<file path="src/rtl/dftpulse_capture_if.sv">
// Handshake/result bundle between the DFT pulse capture block and the
// scan/test controller. The controller side drives pulse and control
// strobes; the capture block returns the measurement and status.
interface dftpulse_capture_if #(
  parameter int CNT_W = 8,
  parameter int NUM_W = 8
);
  logic             pulse;
  logic             arm;
  logic             clear;
  logic             rd_ack;
  logic [CNT_W-1:0] width;
  logic [NUM_W-1:0] count;
  logic             res_valid;
  logic             ovf;
  logic             drop;
  logic             busy;

  modport master (
    output pulse, arm, clear, rd_ack,
    input  width, count, res_valid, ovf, drop, busy
  );

  modport slave (
    input  pulse, arm, clear, rd_ack,
    output width, count, res_valid, ovf, drop, busy
  );
endinterface

</file>
<file path="src/rtl/dftpulse_capture.sv">
// Pulse width capture: synchronizes the generator's pulse, measures each
// armed pulse's high time in clk cycles, counts completed pulses and hands
// each result to the test controller through res_valid/rd_ack.
module dftpulse_capture #(
  parameter int CNT_W       = 8,
  parameter int NUM_W       = 8,
  parameter int SYNC_STAGES = 2
) (
  input  logic clk,
  input  logic rst,
  input  logic CELV,
  input  logic CELG,
  input  logic SUB,
  dftpulse_capture_if.slave bus
);

  typedef enum logic [1:0] {IDLE, ARMED, HIGH, REPORT} state_t;

  localparam logic [CNT_W-1:0] CNT_MAX = {CNT_W{1'b1}};
  localparam logic [NUM_W-1:0] NUM_MAX = {NUM_W{1'b1}};

  // Supply/ground/substrate pins are physical only.
  logic unused_supply;
  assign unused_supply = &{1'b0, CELV, CELG, SUB};

  logic [SYNC_STAGES-1:0] sync;
  logic                   ps, ps_d;
  logic                   rise, fall;

  state_t           state;
  logic [CNT_W-1:0] cnt;
  logic [CNT_W-1:0] width_q;
  logic [NUM_W-1:0] count_q;
  logic             res_valid_q, ovf_q, drop_q, busy_q;

  // Bring the asynchronous pulse into clk and keep one cycle of history.
  always_ff @(posedge clk or posedge rst) begin
    if (rst) begin
      sync <= '0;
      ps_d <= 1'b0;
    end else begin
      sync <= {sync[SYNC_STAGES-2:0], bus.pulse};
      ps_d <= ps;
    end
  end

  assign ps   = sync[SYNC_STAGES-1];
  assign rise = ps & ~ps_d;
  assign fall = ~ps & ps_d;

  // Capture FSM; clear overrides every transition but keeps the last width.
  always_ff @(posedge clk or posedge rst) begin
    if (rst) begin
      state       <= IDLE;
      cnt         <= '0;
      width_q     <= '0;
      count_q     <= '0;
      res_valid_q <= 1'b0;
      ovf_q       <= 1'b0;
      drop_q      <= 1'b0;
      busy_q      <= 1'b0;
    end else if (bus.clear) begin
      state       <= IDLE;
      count_q     <= '0;
      res_valid_q <= 1'b0;
      ovf_q       <= 1'b0;
      drop_q      <= 1'b0;
      busy_q      <= 1'b0;
    end else begin
      case (state)
        IDLE: begin
          if (bus.arm) begin
            state  <= ARMED;
            busy_q <= 1'b1;
          end
        end
        ARMED: begin
          // Only a fresh rise starts a measurement, so a pulse already high
          // when we get here is skipped entirely.
          if (rise) begin
            state <= HIGH;
            cnt   <= CNT_W'(1);
          end
        end
        HIGH: begin
          if (ps) begin
            if (cnt == CNT_MAX) ovf_q <= 1'b1;
            else                cnt   <= cnt + 1'b1;
          end else if (fall) begin
            state       <= REPORT;
            width_q     <= cnt;
            res_valid_q <= 1'b1;
            if (count_q != NUM_MAX) count_q <= count_q + 1'b1;
          end
        end
        REPORT: begin
          if (rise) drop_q <= 1'b1;
          if (bus.rd_ack) begin
            res_valid_q <= 1'b0;
            state       <= ARMED;
          end
        end
        default: begin
          state  <= IDLE;
          busy_q <= 1'b0;
        end
      endcase
    end
  end

  assign bus.width     = width_q;
  assign bus.count     = count_q;
  assign bus.res_valid = res_valid_q;
  assign bus.ovf       = ovf_q;
  assign bus.drop      = drop_q;
  assign bus.busy      = busy_q;

endmodule

</file>
<file path="src/flat_wrapper.sv">
// flat-port wrapper written by rule: the top's interface ports become plain ports
module dftpulse_capture_flat 
#(
  parameter int CNT_W       = 8,
  parameter int NUM_W       = 8,
  parameter int SYNC_STAGES = 2
)
  (clk, rst, CELV, CELG, SUB, bus_pulse, bus_arm, bus_clear, bus_rd_ack, bus_width, bus_count, bus_res_valid, bus_ovf, bus_drop, bus_busy);
  dftpulse_capture_if #(.CNT_W(CNT_W), .NUM_W(NUM_W)) bus_i ();
  input  logic clk;
  input  logic rst;
  input  logic CELV;
  input  logic CELG;
  input  logic SUB;
  input wire logic [$bits(bus_i.pulse)-1:0] bus_pulse;
  input wire logic [$bits(bus_i.arm)-1:0] bus_arm;
  input wire logic [$bits(bus_i.clear)-1:0] bus_clear;
  input wire logic [$bits(bus_i.rd_ack)-1:0] bus_rd_ack;
  output wire logic [$bits(bus_i.width)-1:0] bus_width;
  output wire logic [$bits(bus_i.count)-1:0] bus_count;
  output wire logic [$bits(bus_i.res_valid)-1:0] bus_res_valid;
  output wire logic [$bits(bus_i.ovf)-1:0] bus_ovf;
  output wire logic [$bits(bus_i.drop)-1:0] bus_drop;
  output wire logic [$bits(bus_i.busy)-1:0] bus_busy;
  assign bus_i.pulse = bus_pulse;
  assign bus_i.arm = bus_arm;
  assign bus_i.clear = bus_clear;
  assign bus_i.rd_ack = bus_rd_ack;
  assign bus_width = bus_i.width;
  assign bus_count = bus_i.count;
  assign bus_res_valid = bus_i.res_valid;
  assign bus_ovf = bus_i.ovf;
  assign bus_drop = bus_i.drop;
  assign bus_busy = bus_i.busy;
  dftpulse_capture #(.CNT_W(CNT_W), .NUM_W(NUM_W), .SYNC_STAGES(SYNC_STAGES)) u_core (.clk(clk), .rst(rst), .CELV(CELV), .CELG(CELG), .SUB(SUB), .bus(bus_i));
endmodule
</file>
<file path="config.mk">
export PLATFORM = sky130hd
export DESIGN_NAME = dftpulse_capture_flat
export DESIGN_NICKNAME = d
export VERILOG_FILES = /design/src/rtl/dftpulse_capture_if.sv /design/src/rtl/dftpulse_capture.sv /design/src/flat_wrapper.sv
export SDC_FILE = /design/constraint.sdc
export NUM_CORES = 1
export LEC_CHECK = 0
export ABC_CLOCK_PERIOD_IN_PS = 2300
export BUFFER_PORTS_ARGS = -buffer_cell sky130_fd_sc_hd__buf_4
export CAP_MARGIN = 30
export CORE_MARGIN = 2
export CORE_UTILIZATION = 30
export DETAILED_ROUTE_END_ITERATION = 8
export PLACE_DENSITY = 0.55
export SLEW_MARGIN = 5
export SYNTH_ARGS = -nofsm -noshare
export SYNTH_HDL_FRONTEND = slang
export SYNTH_SLANG_ARGS = --single-unit
</file>
<file path="constraint.sdc">
create_clock -name clk -period 2.3 [get_ports clk]
set_clock_uncertainty 0.05 [all_clocks]
set_input_delay 0 -clock clk [delete_from_list [all_inputs] [get_ports clk]]
set_output_delay 0 -clock clk [all_outputs]
set_load 0.01 [all_outputs]
</file>
==> impl_metrics.toml, run 1 <==
[place]
dp_slack_ns = 0.284
dp_hpwl_microns = 2250
gp_congestion = 0.776
place_area_sq_um = 1920
dp_cells = 243
io_buffers = 25

[critical_path]
critical-path-slowest-cell = "ha_1"
cpLargestDelayFamily = "compound AO/OA/AOI/OAI gates"
crit_fanout = 13
crit_path_start_kind = "flip-flop"
crit_type = "flip-flop to flip-flop"
critPathMaxStageDelay_ns = 0.49
cp-end-kind = "flip-flop"
cp_cell_sequence = "inv_1 -> ha_1 -> o211ai_2 -> or2_1 -> o311ai_2"
worst-path-buf-inv = 1
worstPathArrival_ns = 2.14
cp.required_ns = 2.44

[sta]
period_share_pct = 86.9
slew_viol_final = 0
period_minus_slack_ns = 2.00
rsz0062_at_grt = "false"
slew_headroom_pct = 64.0
finalSetupViolations = 0
tightest_slew_ns = 0.539
max_freq_ghz = 0.500
hold_viol_final = 0
setup-tns-final_ns = 0
setup_slack_ns = 0.301

[cts]
ctsResizeCount = 0
clkSlewWorstSetupHoldPaths_ns = 0.07
insertion_delay_ns = 0.28
clockBufferDepth = 2
cts.htree.levels = 2
cts.sinks = 33
postCtsSetupBuffers = 0
cts_tree = "yes"
cts_buffers = 5
postCtsHoldBufs = 5
root_buffer = "clkbuf_8"

[yosys]
synth_cell_types = 41
syn_nets = 165
synth.area.top_cells = "dfrtp_1, mux2_2, ha_1"
ys_async_sr_fraction_pct = 100
ys_seq_elements = 33
synth_edf_count = 0
netlist_area_sq_um = 1660
synth.yosys.seq_area_share_pct = 49.9
synth_top_area_share_pct = 49.9
synth_flop_cell = "dfrtp_1"
synth.avg_cell_area_sq_um = 11.1
yosysWarnings = 0
synth_top_area_cell = "dfrtp_1"
postSynthCellCount = 149

[flow_run]
maxCapViolCount = 0

[drt]
wl_per_cell_microns = 12.7
vias = 1233
antenna_left = 0
drc = 0
totalWireLength_microns = 3260
firstDrtPassIters = 2
vias_per_cell = 4.82
drtIter0Drc = 79

[die]
start_util_pct = 30.6
die_h_microns = 78.3
core_sq_um = 5410
rows = 27
die_area_sq_um = 6130
pin_count = 29
dieWidth_microns = 78.3

[layout]
antenna_cells = 0
nets = 199
drive_gt1_share_pct = 27.7
stdcell_area_sq_um = 2050
final_cells = 256
num-fill-cells = 551
syn_to_final_growth_pct = 23.9
fin_util_pct = 37.9

[grt]
antenna_found_initial = 0
first_global_vias = 1220
grt_pass1_wl_microns = 5650
grt_start_max_net_pins = 34
grt-ovfl-total = 0
grt_use_total_pct = 11.6

[power_and_ir_drop]
pwr-share-seq_pct = 47.0
powerDensity_nw_per_um2 = 753
leakage_nw = 0.964
power_switching_w = 0.000501
swShare_pct = 32.4
comb_power_share_pct = 26.3
vdd_drop_max_uv = 332
p_clk_share_pct = 26.7
intPower_w = 0.00104

[run_status]
outcome = "complete, no violations"

[hold_path]
hold_path.class = "input pin to flip-flop"
-- state kept, by name (all words and copies together), names as in the netlist --
| register | flops |
|---|---|
| u_core.bus.busy | 1 |
| u_core.sync | 2 |
| u_core.bus.width | 8 |
| u_core.bus.drop | 1 |
| u_core.cnt | 8 |
| u_core.ps_d | 1 |
| u_core.state | 2 |
| u_core.bus.res_valid | 1 |
| u_core.bus.ovf | 1 |
| u_core.bus.count | 8 |
-- cell usage after synthesis, types with 3 or more instances --
cell type / number
dfrtp_1: 33
nor2_1: 11
a21oi_1: 8
mux2_2: 8
ha_1: 7
nand2_1: 6
nand2b_1: 6
o21ai_0: 6
inv_1: 5
nand3_1: 5
a31oi_1: 4
nand4_1: 4
nor3_1: 4
o31ai_1: 4
a21o_1: 3
buf_2: 3
mux2i_1: 3
-- layout make-up --
type                            count  area [sq um]  share of cell area, %
Inverter                            5          18.8                  0.915
Clock buffer                        6          72.6                   3.54
Tap cell                           72          90.1                   4.39
Multi-Input combinational cell    106           781                   38.1
Clock inverter                      2          10.0                  0.488
Timing Repair Buffer               32           253                   12.3
Sequential cell                    33           826                   40.3
-- worst paths after layout --
| check | from | end | slack (ns) | cells after the start |
|---|---|---|---|---|
| min in group asynchronous | rst | u_core.bus.width[4]$_DFFE_PP0P_ | 0.31 | 4 |
| max in group asynchronous | rst | u_core.bus.drop$_DFFE_PP0P_ | 1.60 | 4 |
| min | bus_rd_ack | u_core.bus.res_valid$_DFFE_PP0P_ | 0.19 | 4 |
| min reg2reg | u_core.sync[0]$_DFF_PP0_ | u_core.sync[1]$_DFF_PP0_ | 0.30 | 0 |
| max reg2reg | u_core.state[0]$_DFFE_PP0P_ | u_core.cnt[3]$_DFFE_PP0P_ | 0.30 | 5 |
| max | u_core.state[0]$_DFFE_PP0P_ | u_core.cnt[3]$_DFFE_PP0P_ | 0.30 | 5 |
-- cell families after synthesis --
logic type	synth area share [%]
AND/OR/NAND/NOR	17.2
AO/OA/AOI/OAI	16.9
multiplexers	7.26
flip-flops	49.9
XOR/XNOR	0.529
buffers and inverters	2.95
adder cells (fa/ha/maj)	5.29
-- power by group through the flow --
| stage | clock (W) | sequential [W] | combinational, W |
|---|---|---|---|
| CTS | 0.000433 | 0.000725 | 0.000412 |
| detailed placement | 0 | 0.000736 | 0.000395 |
| floorplan | 0 | 0.000727 | 0.000296 |
| global route | 0.000462 | 0.000738 | 0.000465 |
| finish | 0.000412 | 0.000725 | 0.000406 |
| global placement | 0 | 0.000735 | 0.000397 |
-- metrics by stage --
stage / power, W / hold WS (ns)
after global routing: 0.00167 / 0.210
after CTS: 0.00157 / 0.184
final: 0.00154 / 0.192
after floorplan: 0.00102 / -0.0186
after detailed placement: 0.00113 / 0.0606
after global placement: 0.00113 / 0.0607
-- worst min-delay path, cell delays in order --
cell and delay, ns:
buf_4 0.11, nand2b_1 0.15, a21oi_1 0.16, a211oi_1 0.06
-- layer usage --
layer / global-route usage, % / part of all wire (%)
met4: 5.26 / 2.2
met2: 18.1 / 49
met1: 15.2 / 47
met5: 0 / 0
met3: 3.10 / 2.2
-- cell usage in the layout, fill, tap and decap left out, types with 2 or more instances in the layout --
cell,Yosys,final
and3_1,2,2
clkbuf_8,0,5
a21oi_1,8,8
nor3_2,2,2
o31ai_1,4,4
buf_4,0,27
ha_1,7,7
a211o_1,2,2
nor3_1,4,4
nand2_1,6,6
a311oi_1,2,2
and4_1,2,2
dlygate4sd3_1,0,5
dfrtp_1,33,33
nand2b_1,6,6
nor2_1,11,11
o21ai_0,6,6
nand4_1,4,4
mux2_2,8,8
inv_1,5,5
nand3_1,5,5
mux2i_1,3,3
a21o_1,3,3
a31oi_1,4,4
clkinv_2,0,2
No activity file was read; power rests on OpenSTA's default activity.
==> run 2: changes to the inputs <==
==> constraint.sdc (replaced) <==
create_clock -name clk -period 2.3 [get_ports clk]
set_clock_uncertainty 0.05 [all_clocks]
set_input_delay 0.345 -clock clk [delete_from_list [all_inputs] [get_ports clk]]
set_output_delay 0.345 -clock clk [all_outputs]
set_load 0.01 [all_outputs]
==> run 2 against run 1 <==
  * Clock power is essentially flat
  * Fmax down 1.1%
  * Critical endpoint unchanged
  * Routed wire length shrank 1.6%
  * Critical path type unchanged
  * Highest routed layer unchanged
  * Register-to-register slack got worse by 0.02 ns
  * Non-clock buffer count decreased by 5
  * Via count is 1.2% higher
  * Sequential power about the same
  * Die area did not move
  * Cell count shrank 2.0%
==> impl_metrics.toml, run 2 (synthesized netlist as in run 1, its figures left out) <==
[sta]
max_freq_ghz = 0.495
tightest_slew_ns = 0.535
finalSetupViolations = 0
rsz0062_at_grt = "false"
setup-tns-final_ns = 0
slew_headroom_pct = 64.3
setup_slack_ns = 0.280
hold_viol_final = 0
period_share_pct = 87.8
period_minus_slack_ns = 2.02
slew_viol_final = 0

[die]
die_h_microns = 78.3
die_area_sq_um = 6130
pin_count = 29
dieWidth_microns = 78.3
rows = 27
start_util_pct = 30.6
core_sq_um = 5410

[critical_path]
cp.required_ns = 2.43
cpLargestDelayFamily = "compound AO/OA/AOI/OAI gates"
crit_fanout = 13
cp-end-kind = "flip-flop"
critical-path-slowest-cell = "ha_1"
crit_start = "u_core.state[0]$_DFFE_PP0P_"
crit_path_start_kind = "flip-flop"
worstPathArrival_ns = 2.15
cp_cell_sequence = "inv_1 -> ha_1 -> o211ai_2 -> or2_1 -> o311ai_2"
worst-path-buf-inv = 1
critPathMaxStageDelay_ns = 0.50
reg2reg_from = "u_core.state[0]$_DFFE_PP0P_"
crit_type = "flip-flop to flip-flop"

[drt]
drtIter0Drc = 68
vias = 1248
firstDrtPassIters = 4
antenna_left = 0
totalWireLength_microns = 3210
wl_per_cell_microns = 12.8
vias_per_cell = 4.97
drc = 0

[power_and_ir_drop]
vdd_drop_max_uv = 234
pwr-share-seq_pct = 47.5
power_switching_w = 0.000492
p_clk_share_pct = 26.7
intPower_w = 0.00104
comb_power_share_pct = 25.8
powerDensity_nw_per_um2 = 766
swShare_pct = 32.2
leakage_nw = 0.936

[layout]
syn_to_final_growth_pct = 20.7
antenna_cells = 0
num-fill-cells = 578
nets = 194
ff_latch_area_sq_um = 826
fin_util_pct = 37.0
final_cells = 251
layout_commonest_cell = "dfrtp_1"
final_cell_mix = "dfrtp_1, buf_4, nor2_1"
drive_gt1_share_pct = 27.4
multiInputGateArea_sq_um = 781

[grt]
grt_use_total_pct = 11.6
grt_pass1_wl_microns = 5690
antenna_found_initial = 0
grt_start_max_net_pins = 34
grt-ovfl-total = 0
first_global_vias = 1208

[cts]
insertion_delay_ns = 0.28
cts_tree = "yes"
clkSlewWorstSetupHoldPaths_ns = 0.07
postCtsHoldBufs = 0
clockBufferDepth = 2
postCtsSetupBuffers = 0
root_buffer = "clkbuf_8"
ctsResizeCount = 0
cts.htree.levels = 2
cts.sinks = 33
cts_buffers = 5

[flow_run]
maxCapViolCount = 0

[run_status]
outcome = "complete, no violations"

[place]
dp_hpwl_microns = 2250
io_buffers = 25
gp_congestion = 0.776
dp_slack_ns = 0.265
dp_cells = 243

[hold_path]
hold_path.class = "input pin to asynchronous set/reset pin"
[run 2: cell count changes in the layout (fill, tap and decap cells not counted)]
cell | previous run | this run
clkbuf_1 | 1 | 3
clkinv_2 | 2 | 0
dlygate4sd3_1 | 5 | 0
[run 2: worst paths after layout]
kind                                                         to  slack [ns]  cells past startpoint
worst max-delay path                  u_core.cnt[3]$_DFFE_PP0P_        0.28                      5
worst min-delay path            u_core.bus.width[4]$_DFFE_PP0P_        0.11                      3
worst max register to register        u_core.cnt[3]$_DFFE_PP0P_        0.28                      5
worst min register to register         u_core.sync[1]$_DFF_PP0_        0.30                      0
max in group asynchronous              u_core.sync[1]$_DFF_PP0_        1.80                      3
min in group clk                       u_core.sync[0]$_DFF_PP0_        0.12                      1
[run 2: layer usage]
layer	GRT usage (%)	share of wire, %
met3	2.18	2.4
met5	0	0
met1	15.2	48
met2	18.2	47
met4	5.79	2.4
[run 2: power groups by stage]
stage / logic, W / registers, W / clock network [W]
after global placement: 0.000394 / 0.000735 / 0
final: 0.000394 / 0.000727 / 0.000409
after detailed placement: 0.000399 / 0.000735 / 0
after floorplan: 0.000296 / 0.000727 / 0
after CTS: 0.000398 / 0.000726 / 0.000430
after global routing: 0.000454 / 0.000742 / 0.000455
[run 2: layout make-up]
cell class                      instances  share of cell area [%]
Inverter                                5                   0.939
Multi-Input combinational cell        106                    39.1
Timing Repair Buffer                   27                    10.1
Sequential cell                        33                    41.3
Clock buffer                            8                    4.01
Tap cell                               72                    4.51
[run 2: worst min-delay path, cell delays in order]
cell and delay (ns):
buf_4 0.10, inv_1 0.04, buf_4 0.37
[run 2: through the flow]
| step | hold WS (ns) | area [sq um] | power (W) |
|---|---|---|---|
| after floorplan | 0.281 | 1660 | 0.00102 |
| after global routing | 0.116 | 2000 | 0.00165 |
| after global placement | 0.286 | 1920 | 0.00113 |
| after CTS | 0.113 | 2000 | 0.00155 |
| after detailed placement | 0.290 | 1920 | 0.00113 |
| final | 0.110 | 2000 | 0.00153 |
